## src/rtl/nibble_serial_adder_ctrl_if.sv

```systemverilog
// rtl/nibble_serial_adder_ctrl_if.sv - request/response handshake bundle for the nibble serial adder sequencer
interface nibble_serial_adder_ctrl_if #(
    parameter int WIDTH = 16
);
    logic             in_valid;
    logic             in_ready;
    logic [WIDTH-1:0] in_a;
    logic [WIDTH-1:0] in_b;
    logic             in_cin;
    logic             out_valid;
    logic             out_ready;
    logic [WIDTH-1:0] out_sum;
    logic             out_cout;
    logic             out_ovf;

    modport master (
        output in_valid, in_a, in_b, in_cin, out_ready,
        input  in_ready, out_valid, out_sum, out_cout, out_ovf
    );

    modport slave (
        input  in_valid, in_a, in_b, in_cin, out_ready,
        output in_ready, out_valid, out_sum, out_cout, out_ovf
    );
endinterface

```

## src/rtl/nibble_serial_adder_ctrl.sv

```systemverilog
// rtl/nibble_serial_adder_ctrl.sv - sequences a WIDTH-bit add through an external 4-bit adder, one nibble per clock
module nibble_serial_adder_ctrl #(
    parameter int WIDTH = 16
) (
    input  logic                        clk,
    input  logic                        rst,
    nibble_serial_adder_ctrl_if.slave   bus,
    output logic [3:0]                  add_a,
    output logic [3:0]                  add_b,
    output logic                        add_cin,
    input  logic [3:0]                  add_sum,
    input  logic                        add_cout
);
    localparam int NIBBLES = WIDTH / 4;
    localparam int CNT_W   = (NIBBLES > 1) ? $clog2(NIBBLES) : 1;
    localparam logic [CNT_W-1:0] LAST_K = CNT_W'(NIBBLES - 1);

    typedef enum logic [1:0] {IDLE, RUN, DONE} state_t;

    state_t             state, state_nxt;
    logic [WIDTH-1:0]   a_reg, b_reg, result, result_nxt, nib_mask;
    logic               carry;
    logic [CNT_W-1:0]   k;
    logic [CNT_W+1:0]   shamt;
    logic [WIDTH-1:0]   sum_r;
    logic               cout_r, ovf_r;

    assign shamt      = {k, 2'b00};
    assign nib_mask   = WIDTH'(4'hF) << shamt;
    assign result_nxt = (result & ~nib_mask) | (WIDTH'(add_sum) << shamt);

    always_ff @(posedge clk) begin
        if (rst) state <= IDLE;
        else     state <= state_nxt;
    end

    always_comb begin
        state_nxt = state;
        case (state)
            IDLE:    if (bus.in_valid) state_nxt = RUN;
            RUN:     if (k == LAST_K)  state_nxt = DONE;
            DONE:    if (bus.out_ready) state_nxt = IDLE;
            default: state_nxt = IDLE;
        endcase
    end

    always_comb begin
        bus.in_ready  = (state == IDLE);
        bus.out_valid = (state == DONE);
        add_a   = 4'h0;
        add_b   = 4'h0;
        add_cin = 1'b0;
        if (state == RUN) begin
            add_a   = 4'(a_reg >> shamt);
            add_b   = 4'(b_reg >> shamt);
            add_cin = carry;
        end
    end

    // Outputs live in their own registers so they survive the result clear on the next accept.
    assign bus.out_sum  = sum_r;
    assign bus.out_cout = cout_r;
    assign bus.out_ovf  = ovf_r;

    always_ff @(posedge clk) begin
        if (rst) begin
            a_reg  <= '0;
            b_reg  <= '0;
            result <= '0;
            carry  <= 1'b0;
            k      <= '0;
            sum_r  <= '0;
            cout_r <= 1'b0;
            ovf_r  <= 1'b0;
        end else if (state == IDLE && bus.in_valid) begin
            a_reg  <= bus.in_a;
            b_reg  <= bus.in_b;
            carry  <= bus.in_cin;
            result <= '0;
            k      <= '0;
        end else if (state == RUN) begin
            result <= result_nxt;
            carry  <= add_cout;
            k      <= k + 1'b1;
            if (k == LAST_K) begin
                sum_r  <= result_nxt;
                cout_r <= add_cout;
                ovf_r  <= (a_reg[WIDTH-1] == b_reg[WIDTH-1]) &&
                          (result_nxt[WIDTH-1] != a_reg[WIDTH-1]);
            end
        end
    end
endmodule

```

## src/flat_wrapper.sv

```systemverilog
// flat-port wrapper written by rule: the top's interface ports become plain ports
module nibble_serial_adder_ctrl_flat 
#(
    parameter int WIDTH = 16
)
  (clk, rst, add_a, add_b, add_cin, add_sum, add_cout, bus_in_valid, bus_in_a, bus_in_b, bus_in_cin, bus_out_ready, bus_in_ready, bus_out_valid, bus_out_sum, bus_out_cout, bus_out_ovf);
  nibble_serial_adder_ctrl_if #(.WIDTH(WIDTH)) bus_i ();
  input  logic clk;
  input  logic rst;
  output logic [3:0] add_a;
  output logic [3:0] add_b;
  output logic add_cin;
  input  logic [3:0] add_sum;
  input  logic add_cout;
  input wire logic [$bits(bus_i.in_valid)-1:0] bus_in_valid;
  input wire logic [$bits(bus_i.in_a)-1:0] bus_in_a;
  input wire logic [$bits(bus_i.in_b)-1:0] bus_in_b;
  input wire logic [$bits(bus_i.in_cin)-1:0] bus_in_cin;
  input wire logic [$bits(bus_i.out_ready)-1:0] bus_out_ready;
  output wire logic [$bits(bus_i.in_ready)-1:0] bus_in_ready;
  output wire logic [$bits(bus_i.out_valid)-1:0] bus_out_valid;
  output wire logic [$bits(bus_i.out_sum)-1:0] bus_out_sum;
  output wire logic [$bits(bus_i.out_cout)-1:0] bus_out_cout;
  output wire logic [$bits(bus_i.out_ovf)-1:0] bus_out_ovf;
  assign bus_i.in_valid = bus_in_valid;
  assign bus_i.in_a = bus_in_a;
  assign bus_i.in_b = bus_in_b;
  assign bus_i.in_cin = bus_in_cin;
  assign bus_i.out_ready = bus_out_ready;
  assign bus_in_ready = bus_i.in_ready;
  assign bus_out_valid = bus_i.out_valid;
  assign bus_out_sum = bus_i.out_sum;
  assign bus_out_cout = bus_i.out_cout;
  assign bus_out_ovf = bus_i.out_ovf;
  nibble_serial_adder_ctrl #(.WIDTH(WIDTH)) u_core (.clk(clk), .rst(rst), .bus(bus_i), .add_a(add_a), .add_b(add_b), .add_cin(add_cin), .add_sum(add_sum), .add_cout(add_cout));
endmodule
```

## config.mk

```make
export PLATFORM = sky130hd
export DESIGN_NAME = nibble_serial_adder_ctrl_flat
export DESIGN_NICKNAME = d
export VERILOG_FILES = /design/src/rtl/nibble_serial_adder_ctrl_if.sv /design/src/rtl/nibble_serial_adder_ctrl.sv /design/src/flat_wrapper.sv
export SDC_FILE = /design/constraint.sdc
export NUM_CORES = 1
export LEC_CHECK = 0
export ABC_AREA = 1
export CORE_ASPECT_RATIO = 0.9
export CORE_MARGIN = 3
export CORE_UTILIZATION = 50
export CTS_CLUSTER_DIAMETER = 50
export DETAILED_ROUTE_END_ITERATION = 7
export HOLD_SLACK_MARGIN = 0.08
export PLACE_DENSITY = 0.8
export SLEW_MARGIN = 20
export SYNTH_ARGS = -nofsm -noshare
export SYNTH_HDL_FRONTEND = slang
export SYNTH_SLANG_ARGS = --single-unit
```

## constraint.sdc

```tcl
create_clock -name clk -period 2.4 [get_ports clk]
set_input_delay 0.48 -clock clk [delete_from_list [all_inputs] [get_ports clk]]
set_output_delay 0.48 -clock clk [all_outputs]
set_load 0.05 [all_outputs]
```

After elaboration in Yosys (flattened, before gate mapping)
Index checks and enable logic that the tools add are counted.
{"block": "totals", "regBits": 71, "ramBits": 0, "rom_bits": 0, "mem_count": 0, "latchBits": 0, "inputBits": 42}
{"block": "classes", "shifts": 4, "eq_ne": 8, "bitwise": 4, "mux": 9, "n_addsub": 1, "multipliers": 0, "n_div": 0, "reduce_logical": 7, "magnitude_cmp": 0}
{"op": "right shift 16 x 4 -> 4 bit", "count": 2}
{"op": "bitwise AND 16 bit", "count": 1}
{"op": "inverter 16 bit", "count": 1}
{"op": "OR 16 bit", "count": 1}
{"op": "<< shifter 4 x 4 -> 16 bit", "count": 1}
{"op": "<< shifter 4 x 4 -> 16 bit (first input constant)", "count": 1}
{"op": "two-way mux 4 bit", "count": 2}
{"op": "two-way mux 2 bit", "count": 3}
{"op": "inequality test 2 bit (second input constant)", "count": 3}
{"op": "one-hot mux 2 bit (3 select lines)", "count": 1}
{"op": "AND reduction 3 bit", "count": 2}
{"op": "== test 2 bit (second input constant)", "count": 2}
{"op": "two-way mux 1 bit", "count": 3}
{"op": "adder 2 x 1 -> 2 bit (second input constant)", "count": 1}
{"op": "== test 2 x 1 -> 1 bit (second input constant)", "count": 1}
{"op": "logical AND 1 bit", "count": 2}
{"op": "zero test 2 bit", "count": 1}
{"op": "nonzero test 2 bit", "count": 1}
{"op": "OR reduction 2 bit", "count": 1}
{"op": "== test 1 bit", "count": 1}
{"op": "inequality test 1 bit", "count": 1}
{"op": "inverter 1 bit", "count": 1}

Logic depth before layout (Yosys ltp)
{"block": "logic_depth", "word_depth": 6, "depth_mapped": 7, "depth_no_buf": 7}

Worst setup path after synthesis
OpenSTA, ideal clock, no wires.
{"block": "synth_timing", "path_type": "register -> output", "startpoint": "register u_core.k[0]", "endpoint": "output add_a[1]", "stages_incl_launch_ff": 7, "arrival_ps": 1643, "path_slack_ps": 277, "path_cell_list": "dfxtp_1 > buf_2 > buf_2 > nor2_1 > nor2_1 > o21ai_0 > a21oi_1"}
{"block": "synth_via", "elab_chain_len": 2}
{"item": "start, declared", "line_no": "nibble_serial_adder_ctrl.sv:23", "rtl": "logic [CNT_W-1:0] k;"}
{"item": "start signal, assigned", "line_no": "nibble_serial_adder_ctrl.sv:84", "rtl": "k <= k + 1'b1;"}
{"item": "right shift 16 x 4 -> 4 bit", "line_no": "nibble_serial_adder_ctrl.sv:54", "rtl": "add_a = 4'(a_reg >> shamt);"}
{"item": "two-way mux 4 bit", "line_no": "nibble_serial_adder_ctrl.sv:53", "rtl": "if (state == RUN) begin"}
{"item": "end, declared", "line_no": "flat_wrapper.sv:10", "rtl": "output logic [3:0] add_a;"}
Every way passes these cells.

Worst setup path after layout
{"block": "layout_timing", "startpoint": "register u_core.k[0]", "endpoint": "output add_b[1]"}
{"block": "layout_via", "elab_chain_len": 2}
{"item": "right shift 16 x 4 -> 4 bit", "line_no": "nibble_serial_adder_ctrl.sv:55", "rtl": "add_b = 4'(b_reg >> shamt);"}
{"item": "two-way mux 4 bit", "line_no": "nibble_serial_adder_ctrl.sv:53"}
{"item": "end, declared", "line_no": "flat_wrapper.sv:11", "rtl": "output logic [3:0] add_b;"}
Every way passes these cells.

==> impl_metrics.csv <==
group,metric,value,unit
outcome,status,"completed",
routing,route.vias.total,2878,
floorplan,core,0.005725,mm2
hold_path,hp-class,"reg2reg",
floorplan,number_of_primary_i_o_pins,71,
logic_synthesis,synth_simple_gate_area_share,0.2031,
place,hpwl_after_detailed_placement,4.843,mm
power_and_ir_drop,comb_power_share,0.145,
routing,post-route-drc-count,0,
logic_synthesis,number_of_synthesized_register_bits,68,
final_layout,filler_cell_count,486,
logic_synthesis,synth-compound-area-share,0.2140,
logic_synthesis,synth_top_family_by_area,"compound AO/OA/AOI/OAI gates",
worst_setup_path,crit_arrival,1800,ps
global_routing,antenna_found_initial,0,
worst_setup_path,crit_chain,"buf_4, nor2_1, nor2_1, o21ai_0, a21oi_1, buf_12",
routing,ant_nets,0,
final_layout,antennaDiodeCount,0,
sta,relSlewSlack,0.5882,
power_and_ir_drop,pwr-share-seq,0.469,
final_layout,layout_commonest_cell,"sky130_fd_sc_hd__nor2_1",
sta,period_needed,2277,ps
power_and_ir_drop,leakage,1.581,nW
worst_setup_path,start_to_end_type_of_the_worst_setup_path,"reg2out",
global_routing,globalRoute.totalOverflow,0,
logic_synthesis,synthesis.nets,456,
logic_synthesis,synthesis.area,0.002988,mm2
worst_setup_path,crit_start_category,"flop",
logic_synthesis,synth_xor_area_frac,0,
final_layout,final-seq-area,0.001363,mm2
power_and_ir_drop,clkPwrFrac,0.386,
routing,drt_first_iter_violations,224,
power_and_ir_drop,power-per-cell-area,670.9,mW/mm2
logic_synthesis,synth_adder_area_share,0.01675,
clocking,clkLatencyLatePin,340,ps
clocking,hold_buffers,0,
clocking,ctsLongestPathBuffers,2,
routing,postRouteWirelength,7.380,mm
sta,report.final.slew_viol_count,0,
worst_setup_path,cp.buffers_inverters,2,
worst_setup_path,crit_top_cell,"sky130_fd_sc_hd__nor2_1",
logic_synthesis,netlist_instances,410,
final_layout,layout.cells.most_common_list,"sky130_fd_sc_hd__nor2_1 (117), sky130_fd_sc_hd__o21ai_0 (75), sky130_fd_sc_hd__dfxtp_1 (67)",
worst_setup_path,cpPeakStageDelay,440,ps
sta,unrepaired_setup_endpoints_after_global_routing,"false",
logic_synthesis,synth.area.mux_share,0,
power_and_ir_drop,power.switching,0.6707,mW
logic_synthesis,yosysUniqueCellTypes,20,
final_layout,multi_input_area,0.001296,mm2
global_routing,global_route_wire_length_before_repair,12.37,mm
clocking,h-tree-depth,3,
job,max_cap_viol_count,0,
final_layout,synthToLayoutAreaGrowth,30.36,%
logic_synthesis,portion_of_the_post_synthesis_area_used_by_sequential_elements,0.4556,
sta,timing.fmax,0.4393,GHz
place,io_buffer_count,70,
power_and_ir_drop,switching_share,0.2566,
global_routing,grt_max_degree,51,
logic_synthesis,ys_warn_count,0,
floorplan,die-height,79.34,um
sta,worst_pin_slew,615.5,ps
worst_setup_path,cpLargestDelayFamily,"flip-flops",
place,finalWeightedCongestion,0.8406,
sta,fin_tns_setup,0,ps
power_and_ir_drop,power_report.internal_total,1.943,mW
floorplan,placementRows,26,
routing,firstDrtPassIters,6,
clocking,tritoncts,"built",
final_layout,fin_area,0.003895,mm2
clocking,number_of_buffers_created_by_cts,9,
floorplan,die-width,87.49,um
floorplan,start_util,0.5219,
clocking,tritoncts_num_sinks,68,
sta,worst_clock_skew,11.47,ps
worst_setup_path,sort_of_element_at_the_end_of_the_critical_path,"output pin",
sta,timing.final.setup_violations,0,
worst_setup_path,timing.critical_path.required,1920,ps
routing,post_detailed_route_wirelength_per_cell,13.57,um
final_layout,finish.net_count,515,
floorplan,area_of_the_die,0.006941,mm2
logic_synthesis,avgSynthCellArea,7.287,um2
sta,hold-worst-slack,472.7,ps
clocking,clk_transition_reported_paths,70,ps
power_and_ir_drop,vdd.ir_drop.worst,0.4928,mV
worst_setup_path,cp_slowest_cell,"sky130_fd_sc_hd__dfxtp_2",
sta,finalHoldViolCount,0,
place,placedInstanceArea,0.003672,mm2
global_routing,via_count_of_the_first_global_routing_pass,2674,
sta,share_of_the_cycle_needed_by_the_critical_path_after_routing,0.9486,
worst_setup_path,crit_fanout,17,
global_routing,track_usage,0.2266,
clocking,root_buffer,"sky130_fd_sc_hd__clkbuf_8",
final_layout,fraction_of_layout_cells_with_a_size_suffix_above_1,0.09072,
routing,drt-vias-per-instance,5.290,
Yosys cell counts:
cell	n	area [um2]
sky130_fd_sc_hd__nand3_1	5	25.02
sky130_fd_sc_hd__a21oi_1	33	165.2
sky130_fd_sc_hd__dfxtp_1	68	1361
sky130_fd_sc_hd__clkbuf_1	4	15.01
sky130_fd_sc_hd__nand2_1	24	90.09
sky130_fd_sc_hd__buf_2	9	45.04
sky130_fd_sc_hd__nand2_2	3	18.77
sky130_fd_sc_hd__inv_2	5	18.77
sky130_fd_sc_hd__ha_1	4	50.05
sky130_fd_sc_hd__inv_1	29	108.9
sky130_fd_sc_hd__o211ai_1	2	15.01
sky130_fd_sc_hd__o21ai_1	3	15.01
sky130_fd_sc_hd__buf_6	9	101.4
sky130_fd_sc_hd__nor2_1	117	439.2
sky130_fd_sc_hd__clkinv_4	1	8.760
sky130_fd_sc_hd__buf_4	3	22.52
sky130_fd_sc_hd__nor2_4	3	33.78
sky130_fd_sc_hd__o21ai_0	75	375.4
sky130_fd_sc_hd__clkbuf_2	2	10.01
sky130_fd_sc_hd__o22ai_1	11	68.82
worst min-delay path, stage by stage (launching register included):
cell and delay, ps:
sky130_fd_sc_hd__dfxtp_1 310, sky130_fd_sc_hd__nand2_1 60, sky130_fd_sc_hd__a21oi_1 60
power groups by stage:
stage / combinational (mW) / clock, mW / sequential (mW)
4_1_cts: 0.379 / 1.02 / 1.23
3_5_place_dp: 0.374 / 0 / 1.25
2_1_floorplan: 0.251 / 0 / 1.24
3_3_place_gp: 0.365 / 0 / 1.25
6_report: 0.378 / 1.01 / 1.23
5_1_grt: 0.423 / 1.07 / 1.23
cell families after synthesis:
logic type | after synthesis
DFF | 68
AOI/OAI and AO/OA | 124
and+or+nand+nor | 152
adders and majority gates | 4
buffers and inverters | 62
stage by stage:
step | std cells | util | worst slack (ps) | power, mW
floorplan | 410 | - | 277.1 | 1.488
global placement | 528 | 0.6414 | 474.1 | 1.614
detailed placement | 528 | 0.6414 | 369.1 | 1.623
CTS | 544 | 0.6801 | 4.523 | 2.628
global route | 544 | 0.6803 | 17.82 | 2.730
finish | 544 | 0.6803 | 123.4 | 2.613
timing repair:
action | 4_1_cts | 5_1_grt
endpoints found under the setup margin | 0 | 4
setup buffers | 0 | 0
endpoints found under the hold margin | 0 | 0
gates resized for setup | 0 | 1
per-layer routing:
metal	part of all wire	vias to the layer above	GRT usage
met5	0	-	0
met4	0.018	0	0.07055
met3	0.069	13	0.06743
met2	0.47	109	0.3637
met1	0.44	1309	0.2916
li1	-	1447	-
cell type report:
cell class,count,area share
tap,70,0.02249
clock buffer,13,0.04594
multi-input combinational,280,0.3328
timing repair buffer,75,0.2030
inverter,35,0.03501
clock inverter,3,0.01092
sequential,68,0.3498
final timing paths:
check	cells after the start	startpoint	slack [ps]	endpoint
max	6	u_core.k[0]	120	add_b[1]
min	2	u_core.result[15]	470	u_core.result[15]
max reg2reg	7	u_core.k[0]	560	u_core.bus.out_sum[0]
min reg2reg	2	u_core.result[15]	470	u_core.result[15]
Power figures use the tool's default switching activity.
==> edit 1: new RTL, same settings <==
`WIDTH` is set to 16 in 3 places; all go to 32.
--- a/src/rtl/nibble_serial_adder_ctrl_if.sv
+++ b/src/rtl/nibble_serial_adder_ctrl_if.sv
@@ -2,3 +2,3 @@
 interface nibble_serial_adder_ctrl_if #(
-    parameter int WIDTH = 16
+    parameter int WIDTH = 32
 );
--- a/src/rtl/nibble_serial_adder_ctrl.sv
+++ b/src/rtl/nibble_serial_adder_ctrl.sv
@@ -2,3 +2,3 @@
 module nibble_serial_adder_ctrl #(
-    parameter int WIDTH = 16
+    parameter int WIDTH = 32
 ) (
--- a/src/flat_wrapper.sv
+++ b/src/flat_wrapper.sv
@@ -3,3 +3,3 @@
 #(
-    parameter int WIDTH = 16
+    parameter int WIDTH = 32
 )
Interface: changed (resized bus_in_a, bus_in_b and bus_out_sum); port bits go from 71 to 119. No check against the original RTL was run, so the function may have changed too.
==> edit 1 against the original RTL <==
  * Synthesized cell count rose by 99%
  * Clock skew fell by 0.0059 ns
  * Worst setup slack improved by 0.0033 ns
  * Worst hold slack got worse by 0.0031 ns
  * Sequential cell count rose by 65
  * Global-route usage rose by 0.43 points
  * Synthesized area rose by 99%
  * Cell area rose by 100%
  * Sequential power rose by 94%
  * Power rose by 130%
  * Cell count rose by 99%
  * Wire length rose by 110%
==> edit 1: results (changes against the original RTL) <==
Cells and area
  • Non-filler cells in the finished layout: 1084 (+99%)

Timing
  • Final Hold Slack: 0.470 ns (-0.00313 ns)
  • Max-slew headroom: 0.600 (+0.0118)

Global route
  • Met3 global-route usage: 0.0669 (-0.000555)
  • Global-route usage over all layers: 0.231 (+0.00434)
  • Largest net degree at the start of global routing: 65 (+27%)
  • First-pass GRT wire length: 25000 microns (+100%)

Synth
  • Synth Net Count: 897 (+97%)
  • Synth cell count leaders: nor2_1, dfxtp_1, o21ai_0
  • Mapped Cells: 817 (+99%)
  • Seq/Total Area, Yosys: 0.447 (-0.00883)
  • Adder-cell share of the synthesized area: 0.0126 (-0.00415)
  • Number of distinct library cells after synthesis: 23 (+15%)

Outcome
  • Status: finished, final reports clean

Critical path
  • Reg2Reg Depth: 8 (+1)
  • Critical R2R Capture: u_core.bus.out_ovf
  • FF-to-FF setup slack: 0.44 ns (-0.12 ns)
  • CP max stage delay: 0.38 ns (-0.06 ns)
  • Critical Path Fanout Max: 20 (+3)

Route
  • Vias: 5689 (+98%)
  • Met3 wire length: 1070 microns (+110%)

Pwr
  • Max IR drop VDD: 0.000529 V (+7.3%)

Hold path
  • Hold path startpoint: u_core.result[31]

Placed design
  • Port Buf Inserts: 118 (+69%)

Clocking
  • Root Driver: clkbuf_16
==> edit 1: report_power, final <==
group	switching, mW	internal (mW)
sequential	0.0607	2.33
combinational	0.383	0.283
clock	0.949	1.93
total	1.39	4.54
==> edit 1: layout make-up <==
type                       instances  area (sq um)
multi-input combinational        522          2540
tap                              156           195
fill                             928          3700
clock buffer                      20           467
sequential                       133          2670
inverter                         104           397
timing repair buffer             137          1360
clock inverter                    12           200
==> edit 1: worst max-delay path by stage <==
stage | startpoint | to | slack, ns | cells past startpoint
2_1_floorplan | u_core.k[0] | add_a[2] | 0.30 | 7
3_3_place_gp | bus_in_valid | u_core.a_reg[18] | 0.41 | 5
3_5_place_dp | u_core.k[0] | u_core.bus.out_ovf | 0.41 | 8
4_1_cts | u_core.k[0] | add_a[1] | 0.02 | 7
5_1_grt | u_core.k[0] | add_a[0] | 0.03 | 8
6_report | u_core.k[0] | add_b[0] | 0.13 | 7
==> edit 2: new RTL, same settings <==
Without the edit above. Encoding of `state_t`: now one-hot (3 bits for 3 states).
--- a/src/rtl/nibble_serial_adder_ctrl.sv
+++ b/src/rtl/nibble_serial_adder_ctrl.sv
@@ -17,3 +17,3 @@
 
-    typedef enum logic [1:0] {IDLE, RUN, DONE} state_t;
+    typedef enum logic [2:0] {IDLE = 3'b001, RUN = 3'b010, DONE = 3'b100} state_t;
 
Check against the original RTL: same outputs for any inputs over 10 cycles, from zero or initial values and one cycle with rst high; not proved beyond that.
==> edit 2 against the original RTL <==
  * Fmax up 1.8%
  * Synthesized area grew 10%
  * Global-route usage fell by 1.2 points
  * Worst setup slack improved by 0.040 ns
  * Clock skew is 0.0069 ns lower
  * Power up 5.0%
  * Cell area rose by 8.2%
  * Wire length grew 6.6%
  * Sequential power grew 6%
  * Critical path depth did not move
  * Clock power is 7% higher
  * Die area grew 9.7%
  * Sequential cell count up 4
==> edit 2: results (changes against the original RTL) <==
Outcome
  • Status: finished, final reports clean

Synth
  • Adder-cell share of the synthesized area: 0.0152 (-0.00158)
  • Top post-synthesis cells by area: dfxtp_1, nor2_1, nand2_1
  • Seq/Total Area, Yosys: 0.437 (-0.0188)
  • Number of distinct library cells after synthesis: 21 (+5.0%)
  • Synth cell count leaders: nor2_1, nand2_1, dfxtp_1
  • Compound-Gate Fraction of Synth Area: 0.136 (-0.0778)
  • Mux contribution to synthesized area: 0 (unchanged)
  • Synth Net Count: 531 (+16%)

Pwr
  • Max IR drop VDD: 0.000369 V (-25%)
  • Leakage: 1.81 nW (+15%)

Route
  • Vias: 3181 (+11%)
  • Post-detailed-route wirelength per cell: 12.3 microns (-9.2%)
  • Drt first pass iters: 4 (-2)
  • Drt first-iter violations: 154 (-31%)

Timing
  • Clk_skew: 0.00462 ns (-0.00686 ns)
  • Max-slew headroom: 0.600 (+0.0122)

Clocking
  • Clock Latency Late Sink: 0.35 ns

Global route
  • First-pass GRT wire length: 13500 microns (+8.8%)
  • Largest net degree at the start of global routing: 48 (-5.9%)
  • Global-route usage over all layers: 0.215 (-0.0120)
  • Number of global-route vias before repair: 3059 (+14%)

Placed design
  • Port Buf Inserts: 70 (unchanged)
  • Placer Congestion: 0.833 (-0.86%)
  • Dpl hpwl: 5280 microns (+9.1%)

Critical path
  • CP max stage delay: 0.50 ns (+0.06 ns)
  • Slowest CP cell: dfxtp_1
  • Arr. time, crit path: 1.76 ns (-0.04 ns)

Cells and area
  • Antenna diodes: 0 (unchanged)
  • Share of layout cells above drive strength 1: 0.0779 (-0.0128)
==> edit 2: path summary, 6_finish.rpt <==
path         cells after the start  slack [ns]                  start               endpoint
max                              6        0.16            u_core.k[0]               add_b[1]
min                              2        0.46  u_core.bus.out_sum[7]  u_core.bus.out_sum[7]
max reg2reg                      6        0.62            u_core.k[0]  u_core.bus.out_sum[2]
min reg2reg                      2        0.46  u_core.bus.out_sum[7]  u_core.bus.out_sum[7]
==> edit 2: layout make-up <==
type                    count  area, sq um
flip-flops and latches     72         1440
inverters                  39          154
fillers                   518         2030
clock inverters             6         82.6
multi-input cells         345         1500
repair buffers             80          792
clock buffers              10          138
well taps                  87          109
==> edit 2: cells by family (layout without fill, tap and decap cells) <==
group,count (synthesis),in the layout
flops,72,72
simple gates,254,254
fa+ha+maj,4,4
buf+inv,68,135
compound gates,87,87
==> edit 2: stage by stage <==
stage | util | hold slack, ns | cell area (sq um) | setup WS, ns | instances
after global routing | 0.674 | 0.488 | 4220 | 0.0238 | 639
after global placement | 0.639 | 0.451 | 3990 | 0.421 | 623
after floorplan | - | 0.444 | 3300 | 0.240 | 485
after detailed placement | 0.639 | 0.455 | 3990 | 0.346 | 623
final | 0.674 | 0.465 | 4220 | 0.163 | 639
after CTS | 0.674 | 0.467 | 4210 | 0.0569 | 639
==> edit 2: worst min-delay path, cell delays in order, from the launching register on <==
cell,delay (ns)
dfxtp_1,0.31
nand2_1,0.06
a21oi_1,0.05
==> edit 2: what timing repair did <==
action	in CTS	in global routing
buffers inserted	0	0
gates resized for setup	1	1
setup endpoints to repair	1	1
==> edit 2: power by group <==
part	total, mW	internal (mW)	switching, mW
logic	0.368	0.158	0.209
registers	1.30	1.26	0.0375
clock network	1.08	0.608	0.467
total	2.74	2.03	0.714
==> edit 2: metal layers <==
layer / GRT usage / vias to the layer above / wire, microns
li1: - / 1648 / -
met1: 0.265 / 1438 / 3670
met2: 0.356 / 80 / 3670
met3: 0.0399 / 15 / 365
met4: 0.105 / 0 / 164
met5: 0 / - / 0
